## src/rtl/iir_pkg.sv

```systemverilog
// Shared constants and output helper for the second-order low-pass IIR.
// Sections keep W+F bit state; the output is rounded back to W bits.
package iir_pkg;

    localparam int W_DEF = 8;
    localparam int K_DEF = 5;
    localparam int F_DEF = 8;

    // Round half up by f fractional bits, then clamp to a w-bit signed range.
    function automatic logic signed [63:0] sat_round(
        input logic signed [63:0] v,
        input int                 f,
        input int                 w
    );
        logic signed [63:0] r;
        logic signed [63:0] hi;
        logic signed [63:0] lo;
        r  = (v + (64'sd1 <<< (f - 1))) >>> f;
        hi = (64'sd1 <<< (w - 1)) - 64'sd1;
        lo = -(64'sd1 <<< (w - 1));
        if (r > hi) begin
            return hi;
        end else if (r < lo) begin
            return lo;
        end
        return r;
    endfunction

endpackage

```

## src/rtl/iir_lp1.sv

```systemverilog
// One first-order leaky-integrator section with unity DC gain.
// The input is scaled by 2^F into an IN_W+F bit state.
module iir_lp1
    import iir_pkg::*;
#(
    parameter int IN_W = W_DEF,
    parameter int K    = K_DEF,
    parameter int F    = F_DEF
) (
    input  logic                      clk,
    input  logic                      rst_n,
    input  logic signed [IN_W-1:0]    in,
    output logic signed [IN_W+F-1:0]  state
);

    localparam int SW = IN_W + F;

    logic signed [SW-1:0] r_state;
    logic signed [SW-1:0] w_in_s;
    logic signed [SW:0]   w_diff;
    logic signed [SW:0]   w_step;

    assign w_in_s = SW'(in) <<< F;
    // One guard bit keeps the difference exact before the arithmetic shift.
    assign w_diff = (SW + 1)'(w_in_s) - (SW + 1)'(r_state);
    assign w_step = w_diff >>> K;

    always_ff @(posedge clk or posedge rst_n) begin
        if (rst_n) begin
            r_state <= '0;
        end else begin
            r_state <= r_state + SW'(w_step);
        end
    end

    assign state = r_state;

endmodule

```

## src/rtl/iir_filter.sv

```systemverilog
// Second-order low-pass IIR: two cascaded first-order sections.
// Output is a registered-state function only; rst_n is active-high async.
module iir_filter
    import iir_pkg::*;
#(
    parameter int W = W_DEF,
    parameter int K = K_DEF,
    parameter int F = F_DEF
) (
    input  logic                clk,
    input  logic                rst_n,
    input  logic signed [W-1:0] x,
    output logic signed [W-1:0] y
);

    localparam int SW = W + F;

    logic signed [SW-1:0] w_s1;
    logic signed [SW-1:0] w_s2;

    iir_lp1 #(
        .IN_W (W),
        .K    (K),
        .F    (F)
    ) u_sec1 (
        .clk   (clk),
        .rst_n (rst_n),
        .in    (x),
        .state (w_s1)
    );

    // Section 2 takes the already-scaled state, so it adds no further scaling.
    iir_lp1 #(
        .IN_W (SW),
        .K    (K),
        .F    (0)
    ) u_sec2 (
        .clk   (clk),
        .rst_n (rst_n),
        .in    (w_s1),
        .state (w_s2)
    );

    assign y = W'(sat_round(64'(w_s2), F, W));

endmodule

```

## config.mk

```make
export PLATFORM = sky130hd
export DESIGN_NAME = iir_filter
export DESIGN_NICKNAME = d
export VERILOG_FILES = /design/src/rtl/iir_pkg.sv /design/src/rtl/iir_lp1.sv /design/src/rtl/iir_filter.sv
export SDC_FILE = /design/constraint.sdc
export NUM_CORES = 1
export LEC_CHECK = 0
export BUFFER_PORTS_ARGS = -buffer_cell sky130_fd_sc_hd__clkbuf_2
export CELL_PAD_IN_SITES_DETAIL_PLACEMENT = 1
export CELL_PAD_IN_SITES_GLOBAL_PLACEMENT = 1
export CORE_UTILIZATION = 48
export DETAILED_ROUTE_END_ITERATION = 8
export PLACE_DENSITY = 0.83
export SETUP_SLACK_MARGIN = 0.2
export SYNTH_ARGS = -nofsm -noshare
export SYNTH_HDL_FRONTEND = slang
export SYNTH_SLANG_ARGS = --single-unit
```

## constraint.sdc

```tcl
create_clock -name clk -period 4.4 [get_ports clk]
set_input_delay 1.32 -clock clk [delete_from_list [all_inputs] [get_ports clk]]
set_output_delay 1.32 -clock clk [all_outputs]
set_load 0.005 [all_outputs]
```

==> metrics.md, run 1 <==
| Metric | Value |
|---|---|
| Headroom to the max-slew limit | `57.5%` |
| TNS Setup | `0 ns` |
| Final min period | `4.12 ns` |
| # IOs | `18` |
| Post-Synthesis Cell Area | `3390 µm²` |
| Worst Tran Pin Value | `0.632 ns` |
| Clock tree root driver cell | `clkbuf_8` |
| Antenna violations before repair | `0` |
| Reg2Reg Capture Point | `u_sec2.state[14]` |
| Drt drc | `0` |
| Remaining antenna violation count | `0` |
| Max-slew violations | `0` |
| Total number of vias | `between 2000 and 3000` |
| Wire per inst | `16.7 µm` |
| Status | `complete, no violations` |
| H-tree lvl count | `2` |
| Fin cells | `525` |
| Top delay family on crit path | `compound AO/OA/AOI/OAI gates` |
| Setup violations, final | `0` |
| R2R Path Start | `u_sec1.state[2]` |
| CP Max Fanout | `4` |
| Largest net degree at the start of global routing | `33` |
| Global-route wire length before repair | `roughly 14 mm` |
| Buffers and inverters on the worst path | `3` |
| Total congestion overflow | `0` |
| # clock sinks | `32` |
| Asr flop ratio synth | `between 90% and 100%` |
| Synthesized flop and latch total | `32` |
| Buffers added on ports | `17` |
| Core Box Area | `6790 µm²` |
| Final nets | `496` |
| Filler cells | `around 820` |
| Post-synthesis simple-gate area fraction | `15.4%` |
| Post-synth EDFFs | `0` |
| Syn nets | `464` |
| Avg Inst Size Synth | `8.55 µm²` |
| DRT iter0 DRCs | `79` |
| Sequential fraction of the synthesis area | `23.7%` |
| Max Fclk | `243 MHz` |
| Setup crit start kind | `input port` |
| Adder-cell area share of the yosys netlist | `21.9%` |
| P&R area growth vs syn | `11.8%` |
| Compound-Gate Fraction of Synth Area | `21.3%` |
| Post-synth cell types | `around 50` |
| Mux contribution to synthesized area | `0.296%` |
| Total Routing Usage GR | `24.8%` |
| Starting Density | `around 50%` |
| Drt via density | `5.67` |
| Largest family of logic cells by synthesized area | `adder cells` |
| RSZ-0062 raised after global routing | `yes` |
| Synth cell count leaders | `56 x ha_1, 42 x inv_1, 36 x xnor2_1` |
| Clock-pin slew on the worst setup and hold paths | `0.07 ns` |
| Tightest Hold Check Type | `flip-flop to flip-flop` |
| CTS Buf Count | `5` |
| Ys Warns | `0` |
| Clk buf depth | `2` |
| Stages on worst setup path | `16` |
| Main synth FF type | `dfrtp_1` |
| Die Y | `~86 µm` |
| Vias in the first global route | `about 3100` |
| Synth top area share | `23.7%` |
| R2R Setup Slk | `just over 0.4 ns` |
| Die X | `~86 µm` |
| Synth area leaders | `dfrtp_1 24%, ha_1 21%, xnor2_1 9.3%` |
| Row count | `30` |
| Setup CP Type | `input port to flip-flop` |
| Worst path max stage delay | `around 0.35 ns` |
| Routability cong. | `0.853` |
| Crit path capture | `u_sec1.state[14]` |
| Later-pin clock latency in the skew report | `just under 0.3 ns` |
| DP Wirelength | `about 7 mm` |
| Critical Path Slowest Stage Cell | `ha_1` |
| Crit path DAT | `4.32 ns` |
| Worst Clk Skew | `0.00853 ns` |
| Die area | `7390 µm²` |
| Crit end category | `flip-flop` |
| Final hold vios | `0` |
| Share of cells above drive strength 1 | `under 10%` |
| Antenna cells | `0` |
| Critical path startpoint | `x[1]` |
| TritonCTS clock tree | `done` |
| Router iterations before antenna repair | `4` |
| Worst r2r path cells | `15` |
| Final period utilization | `93.7%` |
| Final WL | `8.77 mm` |
| Dpl cells | `516` |
| Worst path cell trace | `clkbuf_2 > ha_1 > and3_1 > a211oi_2 > and2b_1 > o21ai_1 > nand2b_1 > xor2_1 > ha_1 > inv_1 > a21oi_1 > o21ai_1 > o311ai_2 > buf_4 > o31a_1 > xor2_1` |
| Count leader, synth | `ha_1` |
| Post-synth top area cell | `dfrtp_1` |
| Max Cap Viol | `0` |
| CP required | `4.60 ns` |
| Syn Inst Count | `396` |
| Xor and xnor area share after synthesis | `12.7%` |
==> worst min path at each step <==
| stage | from | to | cells after the start |
|---|---|---|---|
| after floorplan | u_sec2.state[0] | u_sec2.state[0] | 1 |
| after global placement | u_sec2.state[0] | u_sec2.state[0] | 1 |
| after detailed placement | u_sec2.state[0] | u_sec2.state[0] | 1 |
| after CTS | u_sec2.state[0] | u_sec2.state[0] | 1 |
| after global routing | u_sec2.state[0] | u_sec2.state[0] | 1 |
| final | u_sec2.state[0] | u_sec2.state[0] | 1 |
==> cell families (layout without fill, tap and decap cells) <==
| logic type | after synthesis | after routing |
|---|---|---|
| AOI/OAI and AO/OA | 112 | 112 |
| and+or+nand+nor | 101 | 101 |
| adders and majority gates | 58 | 58 |
| xor gates and xnor gates | 49 | 49 |
| buffers and inverters | 43 | 76 |
| DFF | 32 | 32 |
| muxes | 1 | 1 |
==> timing repair <==
action                                  CTS  global route
endpoints found under the setup margin    3             7
gates resized for setup                   2             8
hold buffers                              0             0
pin swaps                                 0             2
setup buffers                             0             1
gates cloned                              0             0
==> area by class of cell <==
| cell class | instances | area [µm²] | share of cell area, % |
|---|---|---|---|
| multi-input cells | 321 | 2470 | 65.2 |
| inverters | 43 | 161 | 4.26 |
| well taps | 96 | 120 | 3.17 |
| clock buffers | 8 | 90.1 | 2.38 |
| flip-flops and latches | 32 | 801 | 21.2 |
| repair buffers | 25 | 145 | 3.83 |
==> registers in the layout (all words and copies together), names as in the netlist <==
| name | cells |
|---|---|
| u_sec2.state | 16 |
| u_sec1.state | 16 |
==> cells in the final DEF (no fill, tap or decap), types with 3 or more instances in the layout <==
cell type  count
and2_1         3
a21o_1         9
buf_4          8
nor3_1         9
nand4_1        3
clkbuf_8       6
inv_1         42
a211oi_1       3
o21bai_1       4
ha_1          55
a31oi_1        4
or3_1          3
o21a_1         9
nor2_1        31
xnor2_1       36
nand3_1       13
and3_1         6
nand2b_1       6
xor2_1        13
clkbuf_2      17
nor2b_1       11
dfrtp_1       32
a21oi_1       34
o21ai_0       21
o21ai_1        3
nand2_1       12
==> per-stage QoR <==
stage          setup slack, ns  area [µm²]  hold slack [ns]  utilization [%]
2_1_floorplan            0.209        3390            0.480                -
3_3_place_gp             0.104        3640            0.495             53.6
4_1_cts                  0.218        3730            0.535             55.0
3_5_place_dp           -0.0772        3640            0.518             53.6
6_report                 0.279        3780            0.522             55.7
5_1_grt                  0.138        3780            0.557             55.7
==> metal layers <==
layer / vias to the layer above / part of all wire (%) / track usage [%] / routed length, µm
li1: 1477 / - / - / -
met5: - / 0 / 0 / 0
met2: 34 / 52 / 45.9 / 4540
met4: 0 / 2.1 / 6.52 / 187
met3: 18 / 1.9 / 3.66 / 164
met1: 1448 / 44 / 29.6 / 3880
Power of run 1 is left out: the tool's default activity adds up to more than one toggle a clock period on the data nets, which glitch-free logic cannot reach.
==> inputs of run 2 (changes only) <==
RECOVER_POWER = 25   (was default)
==> metrics.md, run 2 (synthesized netlist as in run 1, its figures left out) <==
| Metric | Value |
|---|---|
| Total number of vias | `2973` |
| Worst r2r path cells | `15` |
| Violated checks | `capacitance limit, slew limit` |
| Crit end category | `flip-flop` |
| Tightest Hold Check Type | `flip-flop to flip-flop` |
| Final hold vios | `0` |
| Total congestion overflow | `0` |
| Row count | `30` |
| Setup violations, final | `0` |
| Hold Startpoint | `u_sec2.state[0]` |
| Critical Path Slowest Stage Cell | `ha_1` |
| Final period utilization | `93.6%` |
| # clock sinks | `32` |
| Share of cells above drive strength 1 | `9.32%` |
| Worst path cell trace | `clkbuf_2 > ha_1 > and3_1 > a211oi_2 > and2b_1 > o21ai_1 > nand2b_1 > xor2_1 > ha_1 > inv_1 > a21oi_1 > o21ai_1 > o311ai_2 > buf_4 > o31a_1 > xor2_1` |
| Largest net degree at the start of global routing | `33` |
| Later-pin clock latency in the skew report | `between 0.2 and 0.3 ns` |
| Router iterations before antenna repair | `4` |
| R2R Setup Slk | `between 0.4 and 0.5 ns` |
| DP Wirelength | `6.99 mm` |
| Drt drc | `0` |
| Routability cong. | `0.853` |
| Worst Clk Skew | `0.00812 ns` |
| Max Fclk | `between 200 and 250 MHz` |
| Antenna cells | `0` |
| Headroom to the max-slew limit | `-23.6%` |
| Clk buf depth | `2` |
| Setup crit start kind | `input port` |
| Reg2Reg Capture Point | `u_sec2.state[14]` |
| Antenna violations before repair | `0` |
| Crit path DAT | `4.32 ns` |
| WHS Endpoint | `u_sec2.state[0]` |
| Commonest cells after routing, fill and taps aside | `55 x ha_1, 42 x inv_1, 36 x xnor2_1` |
| Post-route worst setup slack | `around 0.28 ns` |
| Final WL | `8.76 mm` |
| Filler cells | `approximately 820` |
| Core Box Area | `between 6000 and 7000 µm²` |
| Global-route wire length before repair | `around 14 mm` |
| Status | `finished with violations` |
| Setup CP Type | `input port to flip-flop` |
| P&R area growth vs syn | `11.7%` |
| Post-CTS Hold Buffers | `0` |
| Total Routing Usage GR | `24.8%` |
| CTS Buf Count | `5` |
| Worst Tran Pin Value | `1.85 ns` |
| Drt via density | `5.66` |
| Die X | `86.0 µm` |
| DRT iter0 DRCs | `78` |
| R2R Path Start | `u_sec1.state[2]` |
| Worst path max stage delay | `0.35 ns` |
| Sequential cell area | `801 µm²` |
| Multi-input gate area | `2470 µm²` |
| Starting Density | `49.8%` |
| Remaining antenna violation count | `0` |
| H-tree lvl count | `2` |
| Final nets | `496` |
| Most common cell after layout, fill and taps aside | `ha_1` |
| TritonCTS clock tree | `done` |
| Max-slew violations | `33` |
| Final min period | `4.12 ns` |
| Buffers added on ports | `17` |
| Max Cap Viol | `1` |
| Pre-CTS setup slack | `-0.0772 ns` |
| WHS Path Cells | `1` |
| CP required | `about 4.6 ns` |
| Wire per inst | `16.7 µm` |
| Clock tree root driver cell | `clkbuf_8` |
| Clock-pin slew on the worst setup and hold paths | `0.07 ns` |
| RSZ-0062 raised after global routing | `yes` |
| Vias in the first global route | `3083` |
| CP Max Fanout | `4` |
| Die Y | `86.0 µm` |
| Die area | `7390 µm²` |
| # IOs | `18` |
## run 2: cell types whose count changed in the layout (fill, tap and decap cells not counted)
cell	before	now
buf_4	8	7
clkbuf_1	2	3
## run 2: through the flow
step	utilization [%]	instances	hold slack, ns	setup TNS [ns]	area (µm²)
after floorplan	-	396	0.480	0	3390
after global placement	53.6	516	0.495	0	3640
after detailed placement	53.6	516	0.518	-0.102	3640
after CTS	55.0	524	0.535	0	3730
after global routing	55.7	525	0.557	0	3780
final	55.7	525	0.522	0	3780
## run 2: timing repair
action	CTS	global route
resized for setup	2	8
setup buffers	0	1
endpoints found under the hold margin	0	0
pin swaps	0	2
setup endpoints to repair	3	7
## run 2: how the worst max path moves through the flow
stage | depth (start not counted) | startpoint | to | slack [ns]
final | 16 | x[1] | u_sec1.state[14] | 0.28
after global routing | 17 | x[1] | u_sec1.state[14] | 0.14
after global placement | 15 | x[0] | u_sec1.state[14] | 0.10
after detailed placement | 15 | x[0] | u_sec1.state[14] | -0.08
after CTS | 15 | u_sec1.state[2] | u_sec2.state[15] | 0.22
after floorplan | 14 | x[0] | u_sec1.state[13] | 0.21
## run 2: cell type report
cell class	count	area share, %
Multi-Input combinational cell	321	65.3
Sequential cell	32	21.2
Inverter	43	4.27
Timing Repair Buffer	25	3.74
Tap cell	96	3.18
Clock buffer	8	2.38
## run 2: worst max-delay path: cells and delay by family
family                   cells  cell delay (ns)
XOR/XNOR                     2             0.35
AO/OA/AOI/OAI                6             1.12
adder cells (fa/ha/maj)      2             0.68
AND/OR/NAND/NOR              3             0.49
buffers and inverters        3             0.36
## run 2: per-layer routing
layer | global-route usage (%) | vias up | wire length, µm
li1 | - | 1477 | -
met1 | 29.6 | 1446 | 3880
met2 | 45.9 | 32 | 4540
met3 | 3.66 | 18 | 159
met4 | 6.52 | 0 | 187
met5 | 0 | - | 0
Power of run 2 is left out for the same reason.
